===== config.mk =====
export PLATFORM = sky130hd
export DESIGN_NAME = ncl_dr_ctrl_decoder
export DESIGN_NICKNAME = d
export VERILOG_FILES = /design/src/rtl/ncl_dr_ctrl_decoder.sv
export SDC_FILE = /design/constraint.sdc
export NUM_CORES = 1
export LEC_CHECK = 0
export BUFFER_PORTS_ARGS = -buffer_cell sky130_fd_sc_hd__buf_4
export CELL_PAD_IN_SITES_DETAIL_PLACEMENT = 1
export CELL_PAD_IN_SITES_GLOBAL_PLACEMENT = 1
export CORE_UTILIZATION = 39
export DETAILED_ROUTE_END_ITERATION = 7
export PLACE_DENSITY_LB_ADDON = 0.15
export SYNTH_ARGS = -nofsm -noshare
export SYNTH_HDL_FRONTEND = slang
export SYNTH_SLANG_ARGS = --single-unit

===== constraint.sdc =====
create_clock -name clk -period 1.6 [get_ports clk]
set_input_delay 0.48 -clock clk [delete_from_list [all_inputs] [get_ports clk]]
set_output_delay 0.48 -clock clk [all_outputs]
set_load 0.01 [all_outputs]

===== src/rtl/ncl_dr_ctrl_decoder.sv =====
// ---------------------------------------------------------------------------
// ncl_dr_ctrl_decoder
//
// Clocked dual-rail (NCL-style) opcode decoder with a four-phase ki/ko
// handshake. A complete DATA opcode is decoded into a dual-rail select field
// and a dual-rail operation flag. The outputs hold until a complete NULL
// returns the block to its NULL state.
//
// Opcode layout (dual-rail bit pairs):
//   [OP_W-1:OP_W-2]          class : 10 -> op=0, 01 -> op=1, 00/11 illegal
//   [OP_W-3:OP_W-2-SEL_W]    select field, copied rail for rail
//   below that               must be complete, value ignored
//
// Ports:
//   clk, rst         clock, asynchronous active-high reset
//   in_t / in_f      opcode true / false rails
//   ki               downstream request (1 = ready for DATA, 0 = for NULL)
//   ko               upstream request   (1 = ready for DATA, 0 = for NULL)
//   sel_t / sel_f    decoded select rails
//   op_t / op_f      decoded op flag rails
//   err_rail         sticky: some input bit had both rails high
//   err_op           sticky: an illegal class was decoded
//   dec_cnt          number of completed DATA decodes (wraps)
//
// Optional feature (macro NCL_IN_SYNC_EN):
//   defined   - in_t, in_f and ki each pass through a 2-flop synchroniser
//               before classification (3-clock input-to-output latency).
//   undefined - inputs are used directly and must be synchronous to clk
//               (1-clock latency).
// ---------------------------------------------------------------------------
module ncl_dr_ctrl_decoder #(
    parameter int OP_W  = 4,
    parameter int SEL_W = 2,
    parameter int CNT_W = 8
) (
    input  logic             clk,
    input  logic             rst,
    input  logic [OP_W-1:0]  in_t,
    input  logic [OP_W-1:0]  in_f,
    input  logic             ki,
    output logic             ko,
    output logic [SEL_W-1:0] sel_t,
    output logic [SEL_W-1:0] sel_f,
    output logic             op_t,
    output logic             op_f,
    output logic             err_rail,
    output logic             err_op,
    output logic [CNT_W-1:0] dec_cnt
);

    typedef enum logic [1:0] {
        S_NULL = 2'd0,
        S_DATA = 2'd1,
        S_BAD  = 2'd2
    } state_e;

    localparam logic [CNT_W-1:0] CNT_ONE = {{(CNT_W-1){1'b0}}, 1'b1};

    // -----------------------------------------------------------------------
    // Input conditioning
    // -----------------------------------------------------------------------
    logic [OP_W-1:0] in_t_s;
    logic [OP_W-1:0] in_f_s;
    logic            ki_s;

`ifdef NCL_IN_SYNC_EN
    logic [OP_W-1:0] in_t_s1_q, in_t_s2_q;
    logic [OP_W-1:0] in_f_s1_q, in_f_s2_q;
    logic            ki_s1_q,   ki_s2_q;

    // NOTE: sequential state is written with non-blocking assignments so every
    // flop samples its pre-edge value, making the two stages a real pipeline.
    always_ff @(posedge clk or posedge rst) begin
        if (rst) begin
            in_t_s1_q <= '0;
            in_t_s2_q <= '0;
            in_f_s1_q <= '0;
            in_f_s2_q <= '0;
            ki_s1_q   <= 1'b0;
            ki_s2_q   <= 1'b0;
        end else begin
            in_t_s1_q <= in_t;
            in_t_s2_q <= in_t_s1_q;
            in_f_s1_q <= in_f;
            in_f_s2_q <= in_f_s1_q;
            ki_s1_q   <= ki;
            ki_s2_q   <= ki_s1_q;
        end
    end

    assign in_t_s = in_t_s2_q;
    assign in_f_s = in_f_s2_q;
    assign ki_s   = ki_s2_q;
`else
    assign in_t_s = in_t;
    assign in_f_s = in_f;
    assign ki_s   = ki;
`endif

    // -----------------------------------------------------------------------
    // Input classification
    // -----------------------------------------------------------------------
    logic             in_ill;
    logic             in_data;
    logic             in_null;
    logic [1:0]       cls;
    logic             cls_ok;
    logic [SEL_W-1:0] sel_val;

    assign in_ill  = |(in_t_s & in_f_s);
    // With no bit double-high, XOR of the rails is 1 exactly where one rail is set.
    assign in_data = !in_ill && (&(in_t_s ^ in_f_s));
    assign in_null = ~|(in_t_s | in_f_s);
    // In a complete DATA word the true rails carry the opcode value.
    assign cls     = in_t_s[OP_W-1 -: 2];
    assign cls_ok  = cls[1] ^ cls[0];
    assign sel_val = in_t_s[OP_W-3 -: SEL_W];

    // -----------------------------------------------------------------------
    // State and output registers
    // -----------------------------------------------------------------------
    state_e           state_q, state_d;
    logic [SEL_W-1:0] sel_t_q, sel_t_d;
    logic [SEL_W-1:0] sel_f_q, sel_f_d;
    logic             op_t_q, op_t_d;
    logic             op_f_q, op_f_d;
    logic             ko_q, ko_d;
    logic             err_rail_q, err_rail_d;
    logic             err_op_q, err_op_d;
    logic [CNT_W-1:0] cnt_q, cnt_d;

    always_ff @(posedge clk or posedge rst) begin
        if (rst) begin
            state_q <= S_NULL;
        end else begin
            state_q <= state_d;
        end
    end

    // NOTE: every register here, including the counter, gets a reset value so
    // an asynchronous rst immediately drives NULL and a clean handshake.
    always_ff @(posedge clk or posedge rst) begin
        if (rst) begin
            sel_t_q    <= '0;
            sel_f_q    <= '0;
            op_t_q     <= 1'b0;
            op_f_q     <= 1'b0;
            ko_q       <= 1'b1;
            err_rail_q <= 1'b0;
            err_op_q   <= 1'b0;
            cnt_q      <= '0;
        end else begin
            sel_t_q    <= sel_t_d;
            sel_f_q    <= sel_f_d;
            op_t_q     <= op_t_d;
            op_f_q     <= op_f_d;
            ko_q       <= ko_d;
            err_rail_q <= err_rail_d;
            err_op_q   <= err_op_d;
            cnt_q      <= cnt_d;
        end
    end

    // -----------------------------------------------------------------------
    // Next-state logic. An illegal input freezes the FSM.
    // -----------------------------------------------------------------------
    // NOTE: each always_comb assigns its outputs a default first, so no path
    // leaves a signal unassigned and no latch is inferred.
    always_comb begin
        state_d = state_q;
        if (!in_ill) begin
            case (state_q)
                S_NULL:  if (in_data && ki_s)  state_d = cls_ok ? S_DATA : S_BAD;
                S_DATA:  if (in_null && !ki_s) state_d = S_NULL;
                S_BAD:   if (in_null)          state_d = S_NULL;
                default:                       state_d = S_NULL;
            endcase
        end
    end

    // -----------------------------------------------------------------------
    // Output logic: next values of the registered outputs. All rails change
    // together on the transition edge, so the outputs are never partial.
    // -----------------------------------------------------------------------
    always_comb begin
        sel_t_d    = sel_t_q;
        sel_f_d    = sel_f_q;
        op_t_d     = op_t_q;
        op_f_d     = op_f_q;
        ko_d       = ko_q;
        err_rail_d = err_rail_q | in_ill;
        err_op_d   = err_op_q;
        cnt_d      = cnt_q;
        if (!in_ill) begin
            case (state_q)
                S_NULL: begin
                    if (in_data && ki_s) begin
                        ko_d = 1'b0;
                        if (cls_ok) begin
                            sel_t_d = sel_val;
                            sel_f_d = ~sel_val;
                            op_t_d  = (cls == 2'b01);
                            op_f_d  = (cls == 2'b10);
                            cnt_d   = cnt_q + CNT_ONE;
                        end else begin
                            err_op_d = 1'b1;
                        end
                    end
                end
                S_DATA: begin
                    if (in_null && !ki_s) begin
                        sel_t_d = '0;
                        sel_f_d = '0;
                        op_t_d  = 1'b0;
                        op_f_d  = 1'b0;
                        ko_d    = 1'b1;
                    end
                end
                S_BAD: begin
                    if (in_null) ko_d = 1'b1;
                end
                default: begin
                    sel_t_d = '0;
                    sel_f_d = '0;
                    op_t_d  = 1'b0;
                    op_f_d  = 1'b0;
                    ko_d    = 1'b1;
                end
            endcase
        end
    end

    assign sel_t    = sel_t_q;
    assign sel_f    = sel_f_q;
    assign op_t     = op_t_q;
    assign op_f     = op_f_q;
    assign ko       = ko_q;
    assign err_rail = err_rail_q;
    assign err_op   = err_op_q;
    assign dec_cnt  = cnt_q;

endmodule


==> key figures <==
Routing
  – ANT nets after route: 0
  – Vias: 936
  – DR WL/cell: 18.5 um
  – Drt first pass iters: 4
  – Routed WL: 3240 um
  – Starting DRT DRC Count: 10
  – Drt via density: 5.35
  – DRC Markers: 0

Clock network
  – CTS H-Tree Depth: 1
  – Reg clk slew, reported paths: 0.12 ns
  – Root buf cell: clkbuf_4
  – Clock Path Buffers: 2
  – Clock latency on the worst-skew pair: 0.30 ns
  – Cts hold-fix bufs: 0
  – CTS tree: yes
  – CTS sink cnt: 19
  – Num CTS Buffers: 3

STA
  – Clock skew: 0.0116 ns
  – Final Setup Violations: 2
  – Slew @ Worst Pin: 0.301 ns
  – F_max: a little over 600 MHz
  – Setup ws final: -0.0254 ns
  – Unrepaired setup endpoints after global routing: yes
  – Slew HR: 79.9%
  – Final hold viol count: 0
  – Final Cycle Share: 102%
  – Hold_ws: 0.188 ns
  – Slew Viols, Final: 0
  – Minimum clock period: 1.63 ns
  – Setup tns final: -0.0388 ns

Placement
  – Post-DP HPWL: approximately 2200 um
  – Setup slack at placement: -0.416 ns
  – Routability Congestion: approximately 0.76
  – Dpl cells: 169
  – Port bufs: 27
  – DP Area: 1430 um^2

Die
  – Die W: 54.7 um
  – Starting Density: a little over two fifths
  – Rows: 18
  – Boundary Pins: 28
  – Die Ht: roughly 55 um
  – Core area: 2540 um^2
  – Die Area: 2990 um^2

Logic synthesis
  – Post-synthesis mux area share: 1.04%
  – Ys Warns: 0
  – Cell area after synthesis: between 1000 and 1500 um^2
  – Largest family of logic cells by synthesized area: simple AND/OR/NAND/NOR gates
  – Simple-Gate Fraction of Synth Area: 19.7%
  – Syn_nets: 124
  – Avg Synthesized Cell Area: 10.6 um^2
  – Synth Instances: 102
  – Register area share after synthesis: 44.0%
  – Compound-cell area share of the yosys netlist: 11.2%
  – Synth Area in Adders: 12.7%
  – Largest cells by area after synthesis: dfrtp_1 42%, ha_1 13%, a22oi_1 4.2%
  – Post-synthesis xor/xnor area fraction: between 6 and 7%
  – Synth cell types: 32
  – Most area-hungry cell type in the Yosys netlist: dfrtp_1
  – Share of the synthesized area in the top cell type: around two fifths
  – Synthesized flop and latch total: 19

Pwr
  – LEAKAGE: slightly above 0.8 nW
  – Max IR drop VDD: 429 uV
  – Power per cell area: 584 nW/um^2
  – Power, Total: around 0.91 mW

Status
  – Failing checks: setup timing
  – Status: complete, but fails checks

Global route
  – Total global routing track utilization: 22.5%
  – Largest net degree at the start of global routing: 20
  – Initial antenna violation count: 0
  – First-pass GRT wire length: 4630 um
  – Vias in the first global route: 964
  – Congestion Overflow GR: 0

Setup path
  – Maximum fanout along the worst path: 5
  – Slowest-stage cell, CP: mux2_2
  – Setup slack, reg-to-reg: 0.09 ns
  – Worst path cell trace: buf_6 -> inv_1 -> ha_4 -> and4b_2 -> and4_4 -> mux2_2
  – CP Class: input pin to flop
  – Number of cells on the critical path: 6
  – Reg-to-Reg Start: state_q[1]
  – CP delay by family, top: simple AND/OR/NAND/NOR gates
  – R2R cell count: 3
  – CP Launch Type: input pin
  – Crit-path max cell delay: between 0.3 and 0.4 ns
  – Data arrival, critical path: around 1.8 ns
  – CP startpoint: in_f[0]
  – CP endpoint kind: flop
  – Reg2reg end: dec_cnt[1]
  – Required time of the critical path: 1.80 ns
  – Bufs and invs on worst path: 2

Finish
  – Antenna cells: 0
  – # fillers: between 200 and 300
  – Final non-filler cell total: between 150 and 200
  – Finished Core Util: 61.4%
  – Nets: 168
  – Post-route cell area: about 1600 um^2
  – Share of layout cells above drive strength 1: 45.5%
  – Most common cell after layout, fill and taps aside: buf_4
  – Area grow syn2layout: 44.1%
  – Most frequent cells in the layout: 34 x buf_4, 18 x dfrtp_1, 9 x nand2_1, 7 x inv_1, 7 x buf_6

Job
  – Max_cap viols: 0

Min path
  – Min-delay worst type: input pin to async pin
## how the worst max path moves through the flow
stage                       to  slack [ns]
floorplan           dec_cnt[4]       -0.13
global placement      sel_t[1]       -0.33
detailed placement        op_t       -0.42
CTS                 dec_cnt[7]       0.003
global route        dec_cnt[7]       -0.06
finish              dec_cnt[1]       -0.03
## where the power goes
| part | internal, mW | switching [mW] | total [mW] |
|---|---|---|---|
| sequential | 0.484 | 0.00380 | 0.488 |
| clock | 0.0970 | 0.159 | 0.256 |
| combinational | 0.0882 | 0.0797 | 0.168 |
## sequential cells by signal, indices dropped and copies added, names as in the netlist
| signal | flops |
|---|---|
| op_t | 1 |
| state_q | 2 |
| sel_f | 2 |
| err_rail | 1 |
| op_f | 1 |
| sel_t | 2 |
| dec_cnt | 8 |
| ko | 1 |
| err_op | 1 |
## logic make-up (layout without fill, tap and decap cells)
logic type	after synthesis	after routing
simple gates	32	32
compound gates	20	20
flops	19	19
buf+inv	12	55
fa+ha+maj	11	11
xor+xnor	7	7
mux	1	1
## synth_stat cells
cell type,count
and3_1,2
dfstp_2,1
and4_4,1
and2_1,2
nor4bb_1,1
and4_1,1
nand4_4,1
a21oi_1,4
nand3_1,2
o21ai_0,8
or4_1,1
and4b_1,1
buf_6,1
buf_2,1
xnor2_2,1
xor2_1,3
a22oi_1,6
or2b_1,1
xnor2_1,3
inv_1,10
nor2b_1,1
nand4_1,2
nor4_4,1
nor2_1,4
nor3b_1,1
nand2b_1,1
dfrtp_1,18
nand2_1,9
o21bai_1,1
mux2_2,1
o22a_1,1
ha_1,11
## area by class of cell
class                           instances  area (um^2)  share of cell area (%)
Clock buffer                            4         26.3                    1.68
Inverter                               10         37.5                    2.40
Multi-Input combinational cell         71          649                    41.6
Sequential cell                        19          477                    30.5
Tap cell                               30         37.5                    2.40
Timing Repair Buffer                   41          334                    21.4
## metal layers
| layer | GRT usage (%) | part of all wire (%) | vias to the layer above |
|---|---|---|---|
| li1 | - | - | 440 |
| met1 | 28.1 | 43 | 474 |
| met2 | 37.8 | 53 | 18 |
| met3 | 3.06 | 2.8 | 4 |
| met4 | 10.3 | 0.74 | 0 |
| met5 | 0 | 0 | - |
## worst register-to-register path: stages (launching register included)
cell and delay [ns]:
dfrtp_1 0.44, and4b_2 0.34, and4_4 0.30, mux2_2 0.34
## timing repair
item / 4_1_cts / 5_1_grt
resized for setup: 6 / 16
buffers inserted: 0 / 2
pin swaps: 4 / 12
setup endpoints to repair: 10 / 8
Note: power is estimated with default switching activity, not from simulation.
